$ cat src/rtl/uart_rffe_cmd_sequencer.sv
// uart_rffe_cmd_sequencer: validates a latched UART burst and replays its embedded commands onto the RFFE master
module uart_rffe_cmd_sequencer #(
  parameter int DATA_DEPTH     = 36,
  parameter int MAX_CMDS       = 11,
  parameter int TIMEOUT_CYCLES = 4096
) (
  input  logic                    clk,
  input  logic                    rst,
  input  logic [DATA_DEPTH*8-1:0] rx_data,
  input  logic [5:0]              rx_bytes,
  input  logic                    rx_check_all,
  input  logic                    rx_irq,
  output logic                    rx_irq_clear,
  output logic                    cmd_valid,
  input  logic                    cmd_ready,
  output logic [1:0]              cmd_op,
  output logic [3:0]              cmd_usid,
  output logic [7:0]              cmd_addr,
  output logic [7:0]              cmd_wdata,
  input  logic                    rsp_valid,
  input  logic                    rsp_err,
  input  logic [7:0]              rsp_rdata,
  output logic                    busy,
  output logic                    done,
  output logic [2:0]              status,
  output logic [MAX_CMDS*8-1:0]   rd_data,
  output logic [3:0]              rd_count
);
  localparam int DW = DATA_DEPTH*8;
  localparam int RW = MAX_CMDS*8;
  localparam int CW = $clog2(TIMEOUT_CYCLES);
  typedef enum logic [2:0] {IDLE, CHECK, ISSUE, WAIT_RSP, DONE} state_t;
  state_t          state_q, state_d;
  logic [DW-1:0]   data_q, data_d;
  logic [5:0]      bytes_q, bytes_d;
  logic            chk_q, chk_d;
  logic [3:0]      idx_q, idx_d;
  logic [CW-1:0]   cnt_q, cnt_d;
  logic [RW-1:0]   rd_data_q, rd_data_d;
  logic [3:0]      rd_count_q, rd_count_d;
  logic [2:0]      status_q, status_d;
  logic [7:0]      n, cmd_a, cmd_b, cmd_c;
  logic [1:0]      op;
  logic [2:0]      chk_err;
  function automatic logic [7:0] byte_at(input logic [DW-1:0] d, input int k);
    return d[DW-1-8*k -: 8];
  endfunction
  always_comb begin
    n = byte_at(data_q, 1);
    cmd_a = byte_at(data_q, 2 + 3*int'(idx_q));
    cmd_b = byte_at(data_q, 3 + 3*int'(idx_q));
    cmd_c = byte_at(data_q, 4 + 3*int'(idx_q));
    op = 2'(cmd_a >> 6);
    chk_err = !chk_q ? 3'd1 :
              byte_at(data_q, 0) != 8'hA5 ? 3'd2 :
              (n == 8'd0 || int'(n) > MAX_CMDS || int'(bytes_q) != 2 + 3*int'(n)) ? 3'd3 : 3'd0;
  end
  always_ff @(posedge clk)
    if (!rst) begin
      state_q <= IDLE;
      data_q <= '0;
      bytes_q <= '0;
      chk_q <= 1'b0;
      idx_q <= '0;
      cnt_q <= '0;
      rd_data_q <= '0;
      rd_count_q <= '0;
      status_q <= '0;
    end else begin
      state_q <= state_d;
      data_q <= data_d;
      bytes_q <= bytes_d;
      chk_q <= chk_d;
      idx_q <= idx_d;
      cnt_q <= cnt_d;
      rd_data_q <= rd_data_d;
      rd_count_q <= rd_count_d;
      status_q <= status_d;
    end
  always_comb begin
    state_d = state_q;
    data_d = data_q;
    bytes_d = bytes_q;
    chk_d = chk_q;
    idx_d = idx_q;
    cnt_d = cnt_q;
    rd_data_d = rd_data_q;
    rd_count_d = rd_count_q;
    status_d = status_q;
    case (state_q)
      IDLE: if (rx_irq) begin
        state_d = CHECK;
        data_d = rx_data;
        bytes_d = rx_bytes;
        chk_d = rx_check_all;
        idx_d = '0;
        rd_data_d = '0;
        rd_count_d = '0;
      end
      CHECK: begin
        state_d = chk_err != 3'd0 ? DONE : ISSUE;
        status_d = chk_err != 3'd0 ? chk_err : status_q;
      end
      ISSUE: if (op == 2'b11) begin
        state_d = DONE;
        status_d = 3'd4;
      end else if (cmd_ready) begin
        state_d = WAIT_RSP;
        cnt_d = '0;
      end
      WAIT_RSP: if (rsp_valid && rsp_err) begin
        state_d = DONE;
        status_d = 3'd6;
      end else if (rsp_valid) begin
        rd_data_d = op == 2'b10 ? {rd_data_q[RW-9:0], rsp_rdata} : rd_data_q;
        rd_count_d = op == 2'b10 ? rd_count_q + 4'd1 : rd_count_q;
        state_d = int'(idx_q) == int'(n) - 1 ? DONE : ISSUE;
        status_d = int'(idx_q) == int'(n) - 1 ? 3'd0 : status_q;
        idx_d = idx_q + 4'd1;
      end else if (cnt_q == CW'(TIMEOUT_CYCLES - 2)) begin
        state_d = DONE;
        status_d = 3'd5;
      end else cnt_d = cnt_q + CW'(1);
      default: state_d = IDLE;
    endcase
  end
  // cmd_valid is gated by rst so a reset drops the request in the same cycle
  always_comb begin
    busy = state_q != IDLE;
    done = state_q == DONE;
    rx_irq_clear = state_q == CHECK;
    cmd_valid = rst && state_q == ISSUE && op != 2'b11;
    cmd_op = state_q == ISSUE ? op : 2'b00;
    cmd_usid = state_q == ISSUE ? 4'(cmd_a) : 4'd0;
    cmd_addr = state_q == ISSUE ? cmd_b : 8'd0;
    cmd_wdata = state_q == ISSUE ? cmd_c : 8'd0;
    status = status_q;
    rd_data = rd_data_q;
    rd_count = rd_count_q;
  end
endmodule

$ cat config.mk
export PLATFORM = sky130hd
export DESIGN_NAME = uart_rffe_cmd_sequencer
export DESIGN_NICKNAME = d
export VERILOG_FILES = /design/src/rtl/uart_rffe_cmd_sequencer.sv
export SDC_FILE = /design/constraint.sdc
export NUM_CORES = 1
export LEC_CHECK = 0
export BUFFER_PORTS_ARGS = -buffer_cell sky130_fd_sc_hd__buf_2
export CAP_MARGIN = 10
export CORE_MARGIN = 5
export CORE_UTILIZATION = 45
export CTS_BUF_LIST = sky130_fd_sc_hd__clkbuf_8
export DETAILED_ROUTE_END_ITERATION = 10
export PLACE_DENSITY = 0.67
export SETUP_SLACK_MARGIN = 0.2
export SKIP_CTS_REPAIR_TIMING = 1
export SLEW_MARGIN = 15
export SYNTH_ARGS = -nofsm -noshare
export SYNTH_HDL_FRONTEND = slang
export SYNTH_SLANG_ARGS = --single-unit
$ cat constraint.sdc
create_clock -name clk -period 7.6 [get_ports clk]
set_clock_uncertainty 0.05 [all_clocks]
set_input_delay 1.52 -clock clk [delete_from_list [all_inputs] [get_ports clk]]
set_output_delay 1.52 -clock clk [all_outputs]
set_load 0.01 [all_outputs]
==> flow_summary_export.csv, run 1 <==
group,metric,value,unit
status,status,"finished, final reports clean",
synthesis,seq_area_frac_synth,36.2,%
run,maxCapViolations,0,
global_routing,grt_pass1_wl,121000,µm
power,p_sw,1.75,mW
detailed_routing,drt_iter0_drc,2444,
timing,fin_tns_setup,0,ps
synthesis,synth-edff-count,0,
synthesis,yosys.area.top_type_share,36.2,%
min_path,hold_path_class,"register to register",
clocking,cts_inserted_buffers,74,
timing,slew_violations,0,
power,internal_power,3.99,mW
timing,max_slew_margin,23.1,%
cells_and_area,nets,3239,
critical_path,crit_type,"register to output pin",
detailed_routing,firstDrtPassIters,6,
synthesis,synth_top_area_cell,"dfxtp_1",
die,initial_utilization,45.2,%
critical_path,reg2reg_slack,1950,ps
critical_path,path_max_fanout,33,
power,p_seq_share,41.2,%
placement,dp_hpwl,60300,µm
synthesis,synth_area_leaders,"dfxtp_1 36%, mux4_2 21%, nand2_1 12%",
power,swShare,30.5,%
clocking,cts_tree,"built",
synthesis,dominantRegCellSynth,"dfxtp_1",
timing,hold_viol_final,0,
global_routing,grt_use_total,28.8,%
critical_path,required,6030,ps
timing,setup_viol_count_final,0,
die,coreArea,50000,µm²
detailed_routing,drc,0,
clocking,cts.sinks,409,
timing,rsz0062_at_grt,"false",
clocking,root_buffer,"clkbuf_8",
cells_and_area,multi_input_area,13500,µm²
synthesis,synthDistinctLibCells,71,
detailed_routing,final_antenna_net_count,0,
cells_and_area,syn_to_final_growth,18.1,%
die,dieArea,54800,µm²
placement,gp_congestion,0.982,
critical_path,crit_path_end_kind,"output pin",
synthesis,ys_ff_latch,409,
synthesis,synth_area_per_cell,8.80,µm²
cells_and_area,final_cell_count_no_fill,3624,
clocking,htree_levels,3,
detailed_routing,routedWlPerCell,22.6,µm
power,power_density,215,nW/µm²
cells_and_area,drive_above_1_share,28.1,%
critical_path,start_kind,"register",
power,leakage,10.3,nW
detailed_routing,via_per_inst,5.90,
cells_and_area,ff_latch_area,8190,µm²
synthesis,synth_nets,2917,
synthesis,synth_cells,2568,
die,die_width,234,µm
critical_path,arrival,5230,ps
synthesis,syn-cell-area,22600,µm²
placement,port_buffers,429,
power,power_frac_clock,39.6,%
cells_and_area,fillers,4627,
clocking,clock_path_buffers,3,
detailed_routing,via_count,21384,
timing,fin_crit,6800,ps
global_routing,antenna_found_initial,14,
cells_and_area,mostFrequentLayoutCells,"745 x nand2_1, 436 x a21oi_1, 429 x buf_2",
synthesis,yosys_warnings,0,
die,dieHeight,234,µm
power,combPwrFrac,19.2,%
clocking,clk_pin_slew,60,ps
synthesis,async_reset_ff_share,0,%
timing,fmax,147,MHz
die,rows,82,
cells_and_area,mostFrequentLayoutCell,"nand2_1",
cells_and_area,final_cell_area,26700,µm²
timing,min_period_over_period,89.5,%
die,io_pins,430,
global_routing,grt_pass1_vias,20254,
global_routing,grt_start_max_net_pins,199,
timing,tightestPinTransition,1150,ps
global_routing,grt_overflow_total,0,
detailed_routing,wirelength,81800,µm
power,peakVddDrop,0.159,mV
placement,place_inst,3482,
clocking,clock_latency,690,ps
placement,place_area,25000,µm²
-- critical path, stage by stage, from the launching register on --
cell,delay (ps)
dfxtp_1,470
ha_1,290
fa_1,480
buf_4,290
ha_1,240
a21oi_1,440
xnor2_1,130
ha_1,890
buf_4,270
mux4_2,300
mux2i_1,380
a211oi_1,190
buf_2,170
-- registers in the layout (all words and copies together) (netlist names) --
| name | cells |
|---|---|
| bytes_q | 6 |
| chk_q | 1 |
| cnt_q | 12 |
| data_q | 288 |
| idx_q | 4 |
| rd_count | 4 |
| rd_data | 88 |
| state_q | 3 |
| status | 3 |
-- Yosys cell counts, types with 9 or more instances --
cell type	count
a211oi_1	27
a21oi_1	436
a31oi_1	9
and3_1	12
buf_1	27
buf_2	48
clkbuf_1	138
dfxtp_1	409
ha_1	38
inv_1	27
mux2_2	14
mux2i_1	46
mux4_2	207
nand2_1	746
nand3_1	107
nor2_1	58
nor2b_1	15
nor3_1	11
o21ai_0	39
or3_1	10
xnor2_1	22
-- power groups by stage --
stage	Combinational, mW	Clock (mW)	Sequential (mW)
final	1.10	2.27	2.37
after global routing	1.19	2.41	2.38
after CTS	1.09	2.31	2.36
after detailed placement	1.09	0	2.41
after global placement	1.07	0	2.40
after floorplan	0.755	0	2.36
-- stage by stage --
stage / util (%) / total power [mW] / setup slack (ps) / hold WS [ps]
2_1_floorplan: - / 3.11 / 1800 / 383
3_3_place_gp: 50.1 / 3.47 / 1320 / 392
3_5_place_dp: 50.1 / 3.49 / 1270 / 397
4_1_cts: 53.3 / 5.77 / 509 / 404
5_1_grt: 53.4 / 5.98 / 355 / 425
6_report: 53.4 / 5.74 / 796 / 402
-- per-layer routing --
layer / up-vias / share of wire (%) / global-route usage [%]
li1: 9796 / - / -
met1: 10359 / 41 / 39.6
met2: 1032 / 45 / 43.9
met3: 191 / 9.5 / 6.36
met4: 6 / 4.6 / 12.4
met5: - / 0.042 / 0
-- final timing paths --
path / end / depth (start not counted) / from
worst max register to register: rd_count[3] / 16 / idx_q[1]
worst min register to register: data_q[12] / 2 / data_q[12]
worst min-delay path: data_q[12] / 2 / data_q[12]
worst max-delay path: cmd_addr[0] / 12 / idx_q[1]
-- kinds of logic (layout without fill, tap and decap cells) --
family | after synthesis | count (layout) | share of synthesized area (%)
AND/OR/NAND/NOR | 1010 | 1010 | 18.7
buffers and inverters | 246 | 621 | 4.39
multiplexers | 267 | 267 | 23.4
XOR/XNOR | 31 | 31 | 1.38
other | 0 | 9 | 0
adder cells (fa/ha/maj) | 40 | 40 | 2.28
flip-flops | 409 | 409 | 36.2
AO/OA/AOI/OAI | 565 | 565 | 13.7
-- cell type report --
type,instances,area share [%]
Antenna cell,9,0.0844
Timing Repair Buffer,461,9.13
Tap cell,672,3.15
Clock inverter,36,1.27
Sequential cell,409,30.7
Multi-Input combinational cell,1913,50.4
Clock buffer,93,4.80
Inverter,31,0.464
(Power assumes the default switching activity.)
==> run 2: changes to the inputs <==
- GPL_TIMING_DRIVEN: default -> 0
==> flow_summary_export.csv, run 2 (synthesis gave the netlist of run 1 again) <==
group,metric,value,unit
status,status,"finished, final reports clean",
clocking,htree_levels,3,
die,io_pins,430,
cells_and_area,mostFrequentLayoutCells,"746 x nand2_1, 464 x buf_2, 434 x a21oi_1",
min_path,hold_path_class,"register to register",
cells_and_area,ff_latch_area,8190,µm²
die,coreArea,50000,µm²
power,power_density,211,nW/µm²
critical_path,critical_path.reg2reg.startpoint,"idx_q[0]",
clocking,cts_tree,"built",
die,initial_utilization,45.2,%
cells_and_area,multi_input_area,13500,µm²
global_routing,grt_use_total,34.5,%
placement,dp_hpwl,77500,µm
critical_path,crit_path_end_kind,"output pin",
cells_and_area,drive_above_1_share,27.7,%
critical_path,crit_type,"register to output pin",
critical_path,reg2reg_depth,22,
placement,gp_congestion,1.07,
die,dieHeight,234,µm
critical_path,crit_buf_inv,10,
die,dieArea,54800,µm²
critical_path,reg2reg_slack,1360,ps
timing,rsz0062_at_grt,"true",
timing,tightestPinTransition,1250,ps
critical_path,critPathTopFamily,"buffers and inverters",
global_routing,grt_pass1_wl,141000,µm
critical_path,path_max_fanout,10,
cells_and_area,largest_register_ffs,288,
critical_path,worstPathCellList,"clkinvlp_4, clkbuf_2, clkbuf_4, ha_1, buf_2, buf_4, inv_1, buf_2, ha_1, a21oi_4, xnor2_1, ha_1, clkbuf_4, buf_4, a311oi_1, a211oi_1, a21oi_1, a211oi_2, buf_2",
clocking,clk_pin_slew,60,ps
critical_path,r2r_end,"cnt_q[0]",
clocking,clock_latency,690,ps
placement,port_buffers,429,
critical_path,worst-path-stages,19,
timing,min_period_over_period,97.6,%
detailed_routing,via_count,23340,
detailed_routing,routedWlPerCell,25.5,µm
detailed_routing,final_antenna_net_count,0,
critical_path,crit_end,"cmd_addr[5]",
cells_and_area,top_register,"data_q",
timing,hold_viol_final,0,
power,leakage,10.6,nW
cells_and_area,nets,3429,
detailed_routing,drc,0,
timing,fin_tns_setup,0,ps
detailed_routing,firstDrtPassIters,7,
detailed_routing,drt_iter0_drc,2744,
global_routing,antenna_found_initial,20,
global_routing,grt_pass1_vias,22336,
detailed_routing,wirelength,97600,µm
cells_and_area,fillers,4653,
clocking,cts.sinks,409,
critical_path,required,6030,ps
timing,setup_viol_count_final,0,
critical_path,timing.critical_path.from,"idx_q[0]",
cells_and_area,syn_to_final_growth,21.1,%
cells_and_area,mostFrequentLayoutCell,"nand2_1",
critical_path,slowest_stage,"dfxtp_2",
timing,fin_crit,7420,ps
power,peakVddDrop,0.140,mV
timing,slew_violations,0,
clocking,cts_inserted_buffers,72,
timing,fmax,135,MHz
die,rows,82,
cells_and_area,fin_util,54.8,%
timing,max_slew_margin,16.6,%
detailed_routing,via_per_inst,6.11,
clocking,clock_path_buffers,3,
timing,setup_ws,182,ps
critical_path,arrival,5850,ps
die,die_width,234,µm
placement,dp_slack,-853,ps
global_routing,grt_start_max_net_pins,13,
run,maxCapViolations,0,
global_routing,grt_overflow_total,0,
clocking,root_buffer,"clkbuf_8",
critical_path,critPathMaxStageDelay,470,ps
critical_path,start_kind,"register",
run 2: cell types whose count changed in the layout (fill, tap and decap cells not counted), sizes merged:
cell,previous run,this run
clkbuf,93,237
buf,461,500
diode,9,16
inv,48,53
clkinvlp,0,4
clkinv,15,13
run 2: worst reg2reg max path, stage by stage (launching register included):
cell	delay [ps]
dfxtp_2	470
clkinvlp_4	200
clkbuf_2	280
clkbuf_4	300
ha_1	350
ha_1	290
buf_4	250
buf_6	230
clkinvlp_4	170
ha_1	300
clkbuf_2	210
clkinvlp_4	170
nand2_1	60
o311ai_0	560
nor4b_1	130
o22ai_1	360
a31oi_4	180
buf_4	200
o31ai_1	650
buf_2	330
buf_4	210
xnor2_1	130
nor2_1	50
run 2: area by class of cell:
cell class	instances	area share [%]
clock inverters	43	1.28
clock buffers	84	4.22
multi-input cells	1913	49.3
diodes	16	0.146
well taps	672	3.07
inverters	31	0.466
flip-flops and latches	409	29.9
plain buffers	215	3.51
repair buffers	438	8.11
run 2: how the worst min path moves through the flow:
| stage | startpoint | slack, ps | end | depth (start not counted) |
|---|---|---|---|---|
| 6_report | data_q[12] | 410 | data_q[12] | 2 |
| 5_1_grt | data_q[45] | 430 | data_q[45] | 2 |
| 4_1_cts | data_q[60] | 410 | data_q[60] | 2 |
| 3_5_place_dp | data_q[60] | 400 | data_q[60] | 2 |
| 3_3_place_gp | data_q[61] | 390 | data_q[61] | 2 |
| 2_1_floorplan | data_q[12] | 380 | data_q[12] | 2 |
run 2: metal layers:
layer | track usage [%] | up-vias | share of wire [%]
met3 | 10.8 | 309 | 12
li1 | - | 10217 | -
met4 | 14.6 | 10 | 5.3
met5 | 0 | - | 0.068
met2 | 53.1 | 1533 | 44
met1 | 45.4 | 11271 | 38
run 2: through the flow:
stage,cells,area (µm²),power (mW),hold WS (ps)
after CTS,3797,27100,5.72,412
after floorplan,2568,22600,3.11,383
after detailed placement,3670,25600,3.60,404
final,3821,27400,5.77,411
after global routing,3816,27400,5.96,428
after global placement,3669,25600,3.58,394
run 2: report_power, final:
part	switching (mW)	internal, mW
Clock	0.971	1.16
Sequential	0.144	2.25
Combinational	0.737	0.507
==> run 3: changes to the inputs <==
- SETUP_SLACK_MARGIN: 0.2 -> 0.05
- SLEW_MARGIN: 15 -> default
==> flow_summary_export.csv, run 3 (synthesis gave the netlist of run 1 again) <==
group,metric,value,unit
die,io_pins,430,
timing,hold_viol_final,0,
global_routing,grt_pass1_vias,22327,
min_path,hold_path_class,"register to register",
critical_path,crit_path_end_kind,"output pin",
global_routing,grt_pass1_wl,141000,µm
cells_and_area,drive_above_1_share,27.7,%
global_routing,top_usage_layer,"met2",
power,power,5.83,mW
timing,setup_ws,-0.896,ps
timing,rsz0062_at_grt,"false",
clocking,clk_pin_slew,70,ps
detailed_routing,drt_iter0_drc,2738,
clocking,cts_inserted_buffers,72,
detailed_routing,via_count,23350,
cells_and_area,mostFrequentLayoutCell,"nand2_1",
timing,slew_violations,0,
critical_path,crit_path_frequent_cell,"clkbuf_4",
clocking,root_buffer,"clkbuf_8",
global_routing,grt_use_total,34.5,%
die,initial_utilization,45.2,%
detailed_routing,via_per_inst,6.12,
cells_and_area,top_register,"data_q",
cells_and_area,mostFrequentLayoutCells,"746 x nand2_1, 464 x buf_2, 435 x a21oi_1",
placement,gp_congestion,1.07,
critical_path,path_max_fanout,10,
run,maxCapViolations,0,
global_routing,antenna_found_initial,19,
timing,fin_crit,7600,ps
clocking,cts.sinks,409,
timing,tightestPinTransition,1270,ps
critical_path,critPathMaxStageDelay,480,ps
die,die_width,234,µm
detailed_routing,firstDrtPassIters,7,
clocking,cts_tree,"built",
timing,setup_viol_count_final,1,
placement,port_buffers,429,
die,dieArea,54800,µm²
clocking,htree_levels,3,
clocking,clock_latency,680,ps
power,peakVddDrop,0.125,mV
detailed_routing,routedWlPerCell,25.8,µm
status,status,"finished, violations left",
cells_and_area,largest_register_ffs,288,
placement,dp_hpwl,77400,µm
global_routing,met3_usage,10.3,%
placement,dp_slack,-869,ps
critical_path,start_kind,"register",
power,power_density,213,nW/µm²
die,dieHeight,234,µm
clocking,clock_path_buffers,3,
cells_and_area,nets,3426,
critical_path,arrival,6030,ps
die,rows,82,
timing,max_slew_margin,15.5,%
global_routing,grt_overflow_total,0,
critical_path,slowest_stage,"dfxtp_2",
cells_and_area,final_cell_area,27400,µm²
timing,fmax,132,MHz
power,leakage,10.6,nW
critical_path,crit_type,"register to output pin",
detailed_routing,drc,0,
timing,min_period_over_period,100,%
global_routing,grt_start_max_net_pins,12,
critical_path,required,6030,ps
die,coreArea,50000,µm²
global_routing,met2_usage,53.7,%
detailed_routing,wirelength,98300,µm
cells_and_area,syn_to_final_growth,21.2,%
global_routing,grtUsageMet1,45.0,%
detailed_routing,final_antenna_net_count,0,
placement,place_area,25600,µm²
critical_path,worstPathCellList,"clkinvlp_4, clkbuf_4, clkbuf_4, ha_1, ha_1, clkbuf_4, clkbuf_4, clkinvlp_4, ha_4, clkinvlp_4, nand2_1, o311ai_0, nor4b_1, o22ai_1, a31oi_4, nor2_1, nor3_1, buf_2",
status,violations,"negative setup slack",
-- run 3: cell types whose count changed in the layout (fill, tap and decap cells not counted), moves of 2 or more --
cell and delta:
clkbuf_8 +7, clkbuf_2 -5, clkbuf_1 +3, clkinv_8 -3
diode_2 -3, inv_1 -3, xnor2_2 -3, inv_12 -2
inv_8 +2, xnor2_1 +2
-- run 3: report_power, final --
part / leakage (nW) / switching (mW) / internal (mW)
Sequential: 3.34 / 0.145 / 2.25
Clock: 0.873 / 0.965 / 1.22
Combinational: 6.40 / 0.737 / 0.509
-- run 3: critical path: cells and delay by family, from the launching register on --
| family | cells | cell delay (ps) |
|---|---|---|
| buf+inv | 8 | 2060 |
| compound gates | 3 | 800 |
| flops | 1 | 480 |
| fa+ha+maj | 3 | 1010 |
| simple gates | 4 | 950 |
-- run 3: path summary, 6_finish.rpt --
check	start	endpoint	slack, ps	cells past startpoint
min	data_q[13]	data_q[13]	410	2
max reg2reg	idx_q[0]	cnt_q[1]	1190	20
min reg2reg	data_q[13]	data_q[13]	410	2
max	idx_q[0]	cmd_valid	-0.9	18
-- run 3: cell type report --
class | instances | area, µm²
antenna | 13 | 32.5
buffer | 214 | 950
clock buffer | 91 | 1250
clock inverter | 38 | 293
fill | 4700 | 22600
inverter | 31 | 128
multi-input combinational | 1913 | 13500
sequential | 409 | 8190
tap | 672 | 841
timing repair buffer | 436 | 2200
-- run 3: metal layers --
layer  share of wire, %  up-vias
met1                 38    11237
li1                   -    10217
met4                4.8        8
met3                 12      305
met2                 45     1583
met5              0.059        -
-- run 3: metrics by stage --
step / util, % / instances / hold slack (ps) / TNS (ps)
final: 54.8 / 3817 / 408 / -0.896
after global routing: 54.8 / 3814 / 418 / 0
after CTS: 54.3 / 3798 / 410 / -24930
after detailed placement: 51.2 / 3669 / 401 / -7940
after global placement: 51.2 / 3669 / 394 / -7230
after floorplan: - / 2568 / 383 / 0
